[config.mk]
export PLATFORM = sky130hd
export DESIGN_NAME = mixed_width_fifo
export DESIGN_NICKNAME = d
export VERILOG_FILES = /design/src/rtl/fifo_pkg.sv /design/src/rtl/fifo_ram_bytelane.sv /design/src/rtl/mixed_width_fifo.sv
export SDC_FILE = /design/constraint.sdc
export NUM_CORES = 2
export LEC_CHECK = 0
export BUFFER_PORTS_ARGS = -buffer_cell sky130_fd_sc_hd__buf_2
export CORE_MARGIN = 2
export CORE_UTILIZATION = 57
export CTS_CLUSTER_DIAMETER = 150
export DETAILED_ROUTE_END_ITERATION = 16
export PLACE_DENSITY = 0.84
export SETUP_SLACK_MARGIN = 0.4
export SLEW_MARGIN = 0
export SYNTH_ARGS = -nofsm -noshare
export SYNTH_HDL_FRONTEND = slang
export SYNTH_SLANG_ARGS = --single-unit
[constraint.sdc]
create_clock -name sys_clk -period 3.9 [get_ports sys_clk]
set_input_delay 0.975 -clock sys_clk [delete_from_list [all_inputs] [get_ports sys_clk]]
set_output_delay 0.975 -clock sys_clk [all_outputs]
set_load 0.05 [all_outputs]
[src/rtl/fifo_pkg.sv]
// Shared constants and types for the 8-bit-in / 16-bit-out single-clock FIFO.
package fifo_pkg;
  localparam int WR_W     = 8;
  localparam int WR_DEPTH = 256;
  localparam int AW       = $clog2(WR_DEPTH);
  localparam int RATIO    = 2;
  localparam int RD_W     = RATIO * WR_W;

  typedef logic [RD_W-1:0] word_t;
endpackage

[src/rtl/fifo_ram_bytelane.sv]
// Word-organised register array with a per-lane byte-enable write port and a
// registered read port whose output register clears on reset.
module fifo_ram_bytelane
  import fifo_pkg::*;
#(
  parameter int LANE_W = WR_W,
  parameter int LANES  = RATIO,
  parameter int DEPTH  = WR_DEPTH / RATIO,
  parameter int DAW    = $clog2(DEPTH)
) (
  input  logic                      clk,
  input  logic                      rst_n,
  input  logic                      we,
  input  logic [DAW-1:0]            waddr,
  input  logic [LANES-1:0]          be,
  input  logic [LANES*LANE_W-1:0]   wdata,
  input  logic                      re,
  input  logic [DAW-1:0]            raddr,
  output logic [LANES*LANE_W-1:0]   rdata
);

  logic [LANES*LANE_W-1:0] mem [DEPTH];

  always_ff @(posedge clk) begin
    for (int i = 0; i < LANES; i++) begin
      if (we && be[i]) mem[waddr][i*LANE_W +: LANE_W] <= wdata[i*LANE_W +: LANE_W];
    end
  end

  // Read register holds its value whenever no read is taken.
  always_ff @(posedge clk or negedge rst_n) begin
    if (!rst_n)  rdata <= '0;
    else if (re) rdata <= mem[raddr];
  end

endmodule

[src/rtl/mixed_width_fifo.sv]
// Single-clock FIFO: byte-wide write side, halfword-wide read side, with
// independent fill levels and flags for each side.
module mixed_width_fifo #(
  parameter int WR_W     = fifo_pkg::WR_W,
  parameter int WR_DEPTH = fifo_pkg::WR_DEPTH,
  parameter int AW       = $clog2(WR_DEPTH)
) (
  input  logic              sys_clk,
  input  logic              sys_rst_n,
  input  logic              wr_req,
  input  logic [WR_W-1:0]   wr_data,
  input  logic              rd_req,
  output logic              wr_full,
  output logic              wr_empty,
  output logic [AW:0]       wr_usedw,
  output logic              rd_full,
  output logic              rd_empty,
  output logic [AW-1:0]     rd_usedw,
  output logic [2*WR_W-1:0] rd_data
);
  import fifo_pkg::*;

  // Handshake: a request is taken only when its own side's flag allows it
  // (wr_req & ~wr_full, rd_req & ~rd_empty); refused requests are dropped.
  logic [AW:0]   wp;
  logic [AW-1:0] rp;
  logic          wr_ok;
  logic          rd_ok;
  logic [1:0]    be;

  // rp counts words, so it is scaled to bytes before the subtraction.
  assign wr_usedw = wp - {rp, 1'b0};
  assign rd_usedw = wr_usedw[AW:1];
  assign wr_full  = (wr_usedw == (AW+1)'(WR_DEPTH));
  assign wr_empty = (wr_usedw == '0);
  assign rd_full  = (rd_usedw == AW'(WR_DEPTH / 2));
  assign rd_empty = (rd_usedw == '0);

  assign wr_ok = wr_req & ~wr_full;
  assign rd_ok = rd_req & ~rd_empty;
  assign be    = wp[0] ? 2'b10 : 2'b01;

  always_ff @(posedge sys_clk or negedge sys_rst_n) begin
    if (!sys_rst_n) begin
      wp <= '0;
      rp <= '0;
    end else begin
      if (wr_ok) wp <= wp + 1'b1;
      if (rd_ok) rp <= rp + 1'b1;
    end
  end

  fifo_ram_bytelane #(
    .LANE_W (WR_W),
    .LANES  (RATIO),
    .DEPTH  (WR_DEPTH / 2),
    .DAW    (AW - 1)
  ) u_ram (
    .clk   (sys_clk),
    .rst_n (sys_rst_n),
    .we    (wr_ok),
    .waddr (wp[AW-1:1]),
    .be    (be),
    .wdata ({wr_data, wr_data}),
    .re    (rd_ok),
    .raddr (rp[AW-2:0]),
    .rdata (rd_data)
  );

endmodule

# Yosys cells after proc, flatten, opt, wreduce, memory -nomap -nowiden
# Memories as Yosys holds them, arrays and structs flattened. A register that Yosys moved wholly into a read port is not among the register bits.
# Cells that the tools add are included.
[totals] regBits=17 mem_bits_rw=2048 input_bits=12 output_inout_bits=37 memories=1
[op_classes] n_addsub=3 n_eq_ne=2 muxes=5 bitwise_logic=4 n_reduce_logical=5
[memory_table] memory="u_ram.mem" depth=128 word_bits=16 rd=1 rd_ports_with_merged_regs=1 wr=1 line_no="fifo_ram_bytelane.sv:22" text="logic [LANES*LANE_W-1:0] mem [DEPTH];"
[op_table] cell="adder 9 x 1 -> 9 bit, second input constant" n=1
[op_table] cell="== test 9 bit, second input constant" n=1
[op_table] cell="zero test 9 bit" n=1
[op_table] cell="subtractor 9 bit" n=1
[op_table] cell="adder 8 x 1 -> 8 bit, second input constant" n=1
[op_table] cell="== test 8 bit, second input constant" n=1
[op_table] cell="zero test 8 bit" n=1
[op_table] cell="two-way mux 1 bit" n=4
[op_table] cell="bitwise AND 1 bit" n=2
[op_table] cell="logical AND 1 bit" n=2
[op_table] cell="two-way mux 2 bit" n=1
[op_table] cell="NOT 1 bit" n=2
[op_table] cell="zero test 1 bit" n=1

# Longest topological paths before layout
[depth] word_depth=7 depth_mapped=15 ltp_nobuf=11

# Modules after synthesis
# From an unflattened synthesis, not the netlist that was laid out.
[hier_totals] hier_cells=4057 area_unflattened_um2=82046.2
[modules_own_cells] mod="fifo_ram_bytelane" instances=1 cells_per_inst=3896 area_each_um2=80591.0 seq_area_each_um2=61899.4
[modules_own_cells] mod="mixed_width_fifo" instances=1 cells_per_inst=161 area_each_um2=1455.1 seq_area_each_um2=425.4

# Least setup slack after synthesis
# OpenSTA, ideal clock, no wires.
[synth_timing] path_kind="register to register" startpoint="register rp[2]" endpoint="memory u_ram.mem[100][0] in the netlist's numbering, enable pin" setup_ns=0.395 arrival_ns=4.340 slack_ns=-0.835 path_stages_with_launch=13 path_buffers=5 synth_period_minus_slack_ns=4.735 cell_sequence="dfrtp_1 buf_2 inv_2 buf_2 buf_1 ha_1 a21oi_1 o21a_1 o311ai_2 nor4_4 buf_4 buf_4 nor4_1"
[synth_via] elab_chain_cells=7
[synth_rtl] element="start: declaration" line_no="mixed_width_fifo.sv:26" text="logic [AW-1:0] rp;"
[synth_rtl] element="start signal: assignment" line_no="mixed_width_fifo.sv:49" text="if (rd_ok) rp <= rp + 1'b1;"
[synth_rtl] element="subtractor 9 bit" line_no="mixed_width_fifo.sv:32" text="assign wr_usedw = wp - {rp, 1'b0};"
[synth_rtl] element="named net rd_usedw[6]" line_no="mixed_width_fifo.sv:18" text="output logic [AW-1:0] rd_usedw,"
[synth_rtl] element="== test 9 bit" line_no="mixed_width_fifo.sv:34" text="assign wr_full = (wr_usedw == (AW+1)'(WR_DEPTH));"
[synth_rtl] element="NOT 1 bit" line_no="mixed_width_fifo.sv:39" text="assign wr_ok = wr_req & ~wr_full;"
[synth_rtl] element="bitwise AND 1 bit" line_no="mixed_width_fifo.sv:39"
[synth_rtl] element="logical AND 1 bit" line_no="fifo_ram_bytelane.sv:26" text="if (we && be[i]) mem[waddr][i*LANE_W +: LANE_W] <= wdata[i*LANE_W +: LANE_W];"
[synth_rtl] element="two-way mux 1 bit" line_no="fifo_ram_bytelane.sv:26"
[synth_rtl] element="two-way mux 1 bit (implied by the code)" line_no="fifo_ram_bytelane.sv:26"
[synth_rtl] element="end: declaration" line_no="fifo_ram_bytelane.sv:22"
# The timed path passes the listed nets, and every way through them passes these cells.

# Worst setup path in the final report
[layout_timing] startpoint="register wp[1]" endpoint="output port rd_full"
[layout_via] elab_chain_cells=2
[layout_rtl] element="start: declaration" line_no="mixed_width_fifo.sv:25" text="logic [AW:0] wp;"
[layout_rtl] element="start signal: assignment" line_no="mixed_width_fifo.sv:48" text="if (wr_ok) wp <= wp + 1'b1;"
[layout_rtl] element="subtractor 9 bit" line_no="mixed_width_fifo.sv:32"
[layout_rtl] element="== test 8 bit" line_no="mixed_width_fifo.sv:36" text="assign rd_full = (rd_usedw == AW'(WR_DEPTH / 2));"
[layout_rtl] element="end: declaration" line_no="mixed_width_fifo.sv:16" text="output logic rd_full,"
# Every way passes these cells.

==> flow_summary.ini <==
[place]
dp.cells = 5933
dp_slack_ns = 0.0711
gp_congestion = 0.892
post-dp-hpwl_um = 120000
portBuffers = 48

[detailed_routing]
drt-initial-drc-count = 7517
wire_per_inst_um = 35.2
drc_errors = 0
postRouteAntennaNets = 0
vias_per_cell = 7.10
route.vias.total = 45206
drt_pass1_iterations = 6
wl_um = 224000

[yosys]
synth_edf_count = 2048
ys.warnings.count = 0
syn_area_mm2 = 0.0815
synth_commonest_cells = 2048 x edfxtp_1, 416 x mux2i_1, 384 x mux4_2
synth_top_area_cell = edfxtp_1
ys_types = 56
synthCells = 4060
yosysMostFrequentCell = edfxtp_1
async_flop_share = 0.0159
synth_top_area_frac = 0.755
synth_area_leaders = edfxtp_1 75%, mux4_2 11%, mux2i_1 5.1%
syn_nets = 4082
ys_seq_area_frac = 0.765
synth_seq_cells = 2081
ys.flop_type = edfxtp_1
synth.avg_cell_area_um2 = 20.1

[power]
p_seq_frac = 0.372
swShare = 0.345
leakagePower_nw = 30.0
internal-power_mw = 44.4
pwr-share-clk = 0.277
ir_drop_uv = 1150
p_sw_mw = 23.4
p_comb_frac = 0.351
power_density_mw_per_mm2 = 721

[job]
max_cap_viol_count = 0

[worst_setup_path]
crit_buf_inv = 6
required_ns = 2.92
reg2regPathDepth = 18
cp_slowest_stage_delay_ns = 0.40
rrSetupSlack_ns = 0.09
crit_start = wp[1]$_DFFE_PN0N_
reg2reg_to = u_ram.mem[80][4]$_DFFE_PP_
worstSetupEndpoint = rd_full
crit_family = buffers and inverters
cp.arrival_ns = 3.56
criticalPathCategory = register to output pin
worst_path_max_delay_cell = dfrtp_1
start_kind = register
crit_chain = inv_2, ha_4, inv_2, fa_2, a21o_1, a21oi_2, xor2_1, o211ai_2, buf_4, nor4_4, buf_4, buf_12, buf_12
crit_fanout = 4
worst-path-stages = 13
cp-end-kind = output pin
r2r_start = wp[1]$_DFFE_PN0N_

[layout]
final_cells = 6363
fin_util = 0.664
syn2layout_area_growth_pct = 15.5
drive_above_1_share = 0.265
final_nets = 4338

[clocking]
clk-insertion-delay-late_ns = 0.84
clockBufferDepth = 3
clockRootBuffer = clkbuf_16
path_clk_slew_ns = 0.07
htree_levels = 4
tritoncts = built
clock_sinks = 2081
cts_buffers = 185

[global_route]
grt_max_degree = 138
antenna_found_initial = 8
track_usage = 0.296
overflow = 0
grt_pass1_vias = 44653
grt_pass1_wl_um = 312000

[min_path]
hp-class = input port to async pin

[timing]
worstMarginPinSlew_ns = 1.40
fin_skew_ns = 0.0375
post-route-min-period_ns = 4.53
final_max_slew_viol_count = 0
slew_headroom = 0.0630
final-hold-violation-count = 0
maxClockFrequency_mhz = 221
finalSetupViolations = 10
rsz0062_at_grt = true
setup_ws_ns = -0.633
finalCritPeriodShare = 1.16
holdWs_ns = 0.302

[die]
start_util = 0.575
rows = 138
core_area_mm2 = 0.142
dieArea_mm2 = 0.146
die_w_um = 382
die_height_um = 382
io_pins = 49

[outcome]
status = complete, but fails checks
violations = setup timing
## cell type report
type | count | area [um2]
Clock inverter | 93 | 1130
Sequential cell | 2081 | 62300
Timing Repair Buffer | 339 | 3510
Tap cell | 1890 | 2360
Inverter | 15 | 82.6
Antenna cell | 1 | 2.50
Fill cell | 8047 | 47600
Clock buffer | 250 | 5020
Multi-Input combinational cell | 1694 | 19700
## logic make-up after synthesis
kind of cell,after synthesis,share of synthesized area
AOI/OAI and AO/OA,392,0.0322
xor gates and xnor gates,15,0.00161
adders and majority gates,10,0.00163
buffers and inverters,285,0.0157
muxes,802,0.157
DFF,2081,0.765
and+or+nand+nor,475,0.0265
## repair_timing
| item | in CTS | in global routing |
|---|---|---|
| cloned | 4 | 7 |
| pin swaps | 18 | 62 |
| endpoints found under the setup margin | 980 | 956 |
| hold buffers | 0 | 0 |
| buffers inserted | 17 | 58 |
| gates resized for setup | 143 | 52 |
## routing by layer
layer / vias to the layer above / part of all wire / track usage
met1: 22956 / 0.33 / 0.383
met4: 10 / 0.054 / 0.136
met5: - / 0.00028 / 0
li1: 17265 / - / -
met3: 786 / 0.14 / 0.0838
met2: 4189 / 0.48 / 0.471
## worst min path at each step
stage	to	slack, ns	cells past startpoint
after global routing	u_ram.rdata[6]$_DFFE_PN0P_	0.33	1
after CTS	u_ram.rdata[6]$_DFFE_PN0P_	0.27	1
after detailed placement	rp[7]$_DFFE_PN0P_	0.49	1
final	u_ram.rdata[7]$_DFFE_PN0P_	0.30	1
after global placement	rp[7]$_DFFE_PN0P_	0.48	1
after floorplan	wp[8]$_DFFE_PN0N_	0.46	1
## power groups by stage
stage / logic, mW / registers (mW) / clock network (mW)
finish: 23.8 / 25.2 / 18.8
global route: 24.4 / 25.2 / 19.5
CTS: 22.4 / 25.2 / 18.7
detailed placement: 20.7 / 25.7 / 0
global placement: 20.3 / 25.6 / 0
floorplan: 13.5 / 25.8 / 0
## worst register-to-register path, delay by kind of cell, from the launching register on
family / cells / cell delay, ns
buffers and inverters: 9 / 1.35
AO/OA/AOI/OAI: 3 / 0.50
XOR/XNOR: 1 / 0.13
adder cells (fa/ha/maj): 2 / 0.52
flip-flops: 1 / 0.40
AND/OR/NAND/NOR: 3 / 0.61
## sequential cells by signal, summed over array words and instances, names as in the netlist
| register | count |
|---|---|
| rp | 8 |
| u_ram.mem | 2048 |
| u_ram.rdata | 16 |
| wp | 9 |
## through the flow
stage                     power, mW  cell area [um2]  setup TNS [ns]
after floorplan                39.3            82900               0
after global placement         46.0            86300               0
after detailed placement       46.4            86300               0
after CTS                      66.3            93200           -2.35
after global routing           69.1            94100           -4.41
final                          67.9            94100           -3.77
## cells in the final DEF (no fill, tap or decap), types with 12 or more instances in the layout
cell and instances:
buf_6 35, clkbuf_1 51, o22ai_1 32, nor2_2 12
nand2_1 133, edfxtp_1 2048, nor2_4 42, a31oi_1 32
mux2i_1 416, a221oi_1 32, a41oi_1 31, clkbuf_16 192
a211oi_1 25, a21oi_1 32, nor2_1 145, o31ai_1 16
dfrtp_1 29, mux4_2 384, buf_12 32, a22oi_1 65
bufinv_16 22, clkinv_1 28, buf_2 24, clkinv_2 21
o21ai_0 99, buf_4 212, nor4_4 80, clkbuf_8 21
(Power assumes the default switching activity.)
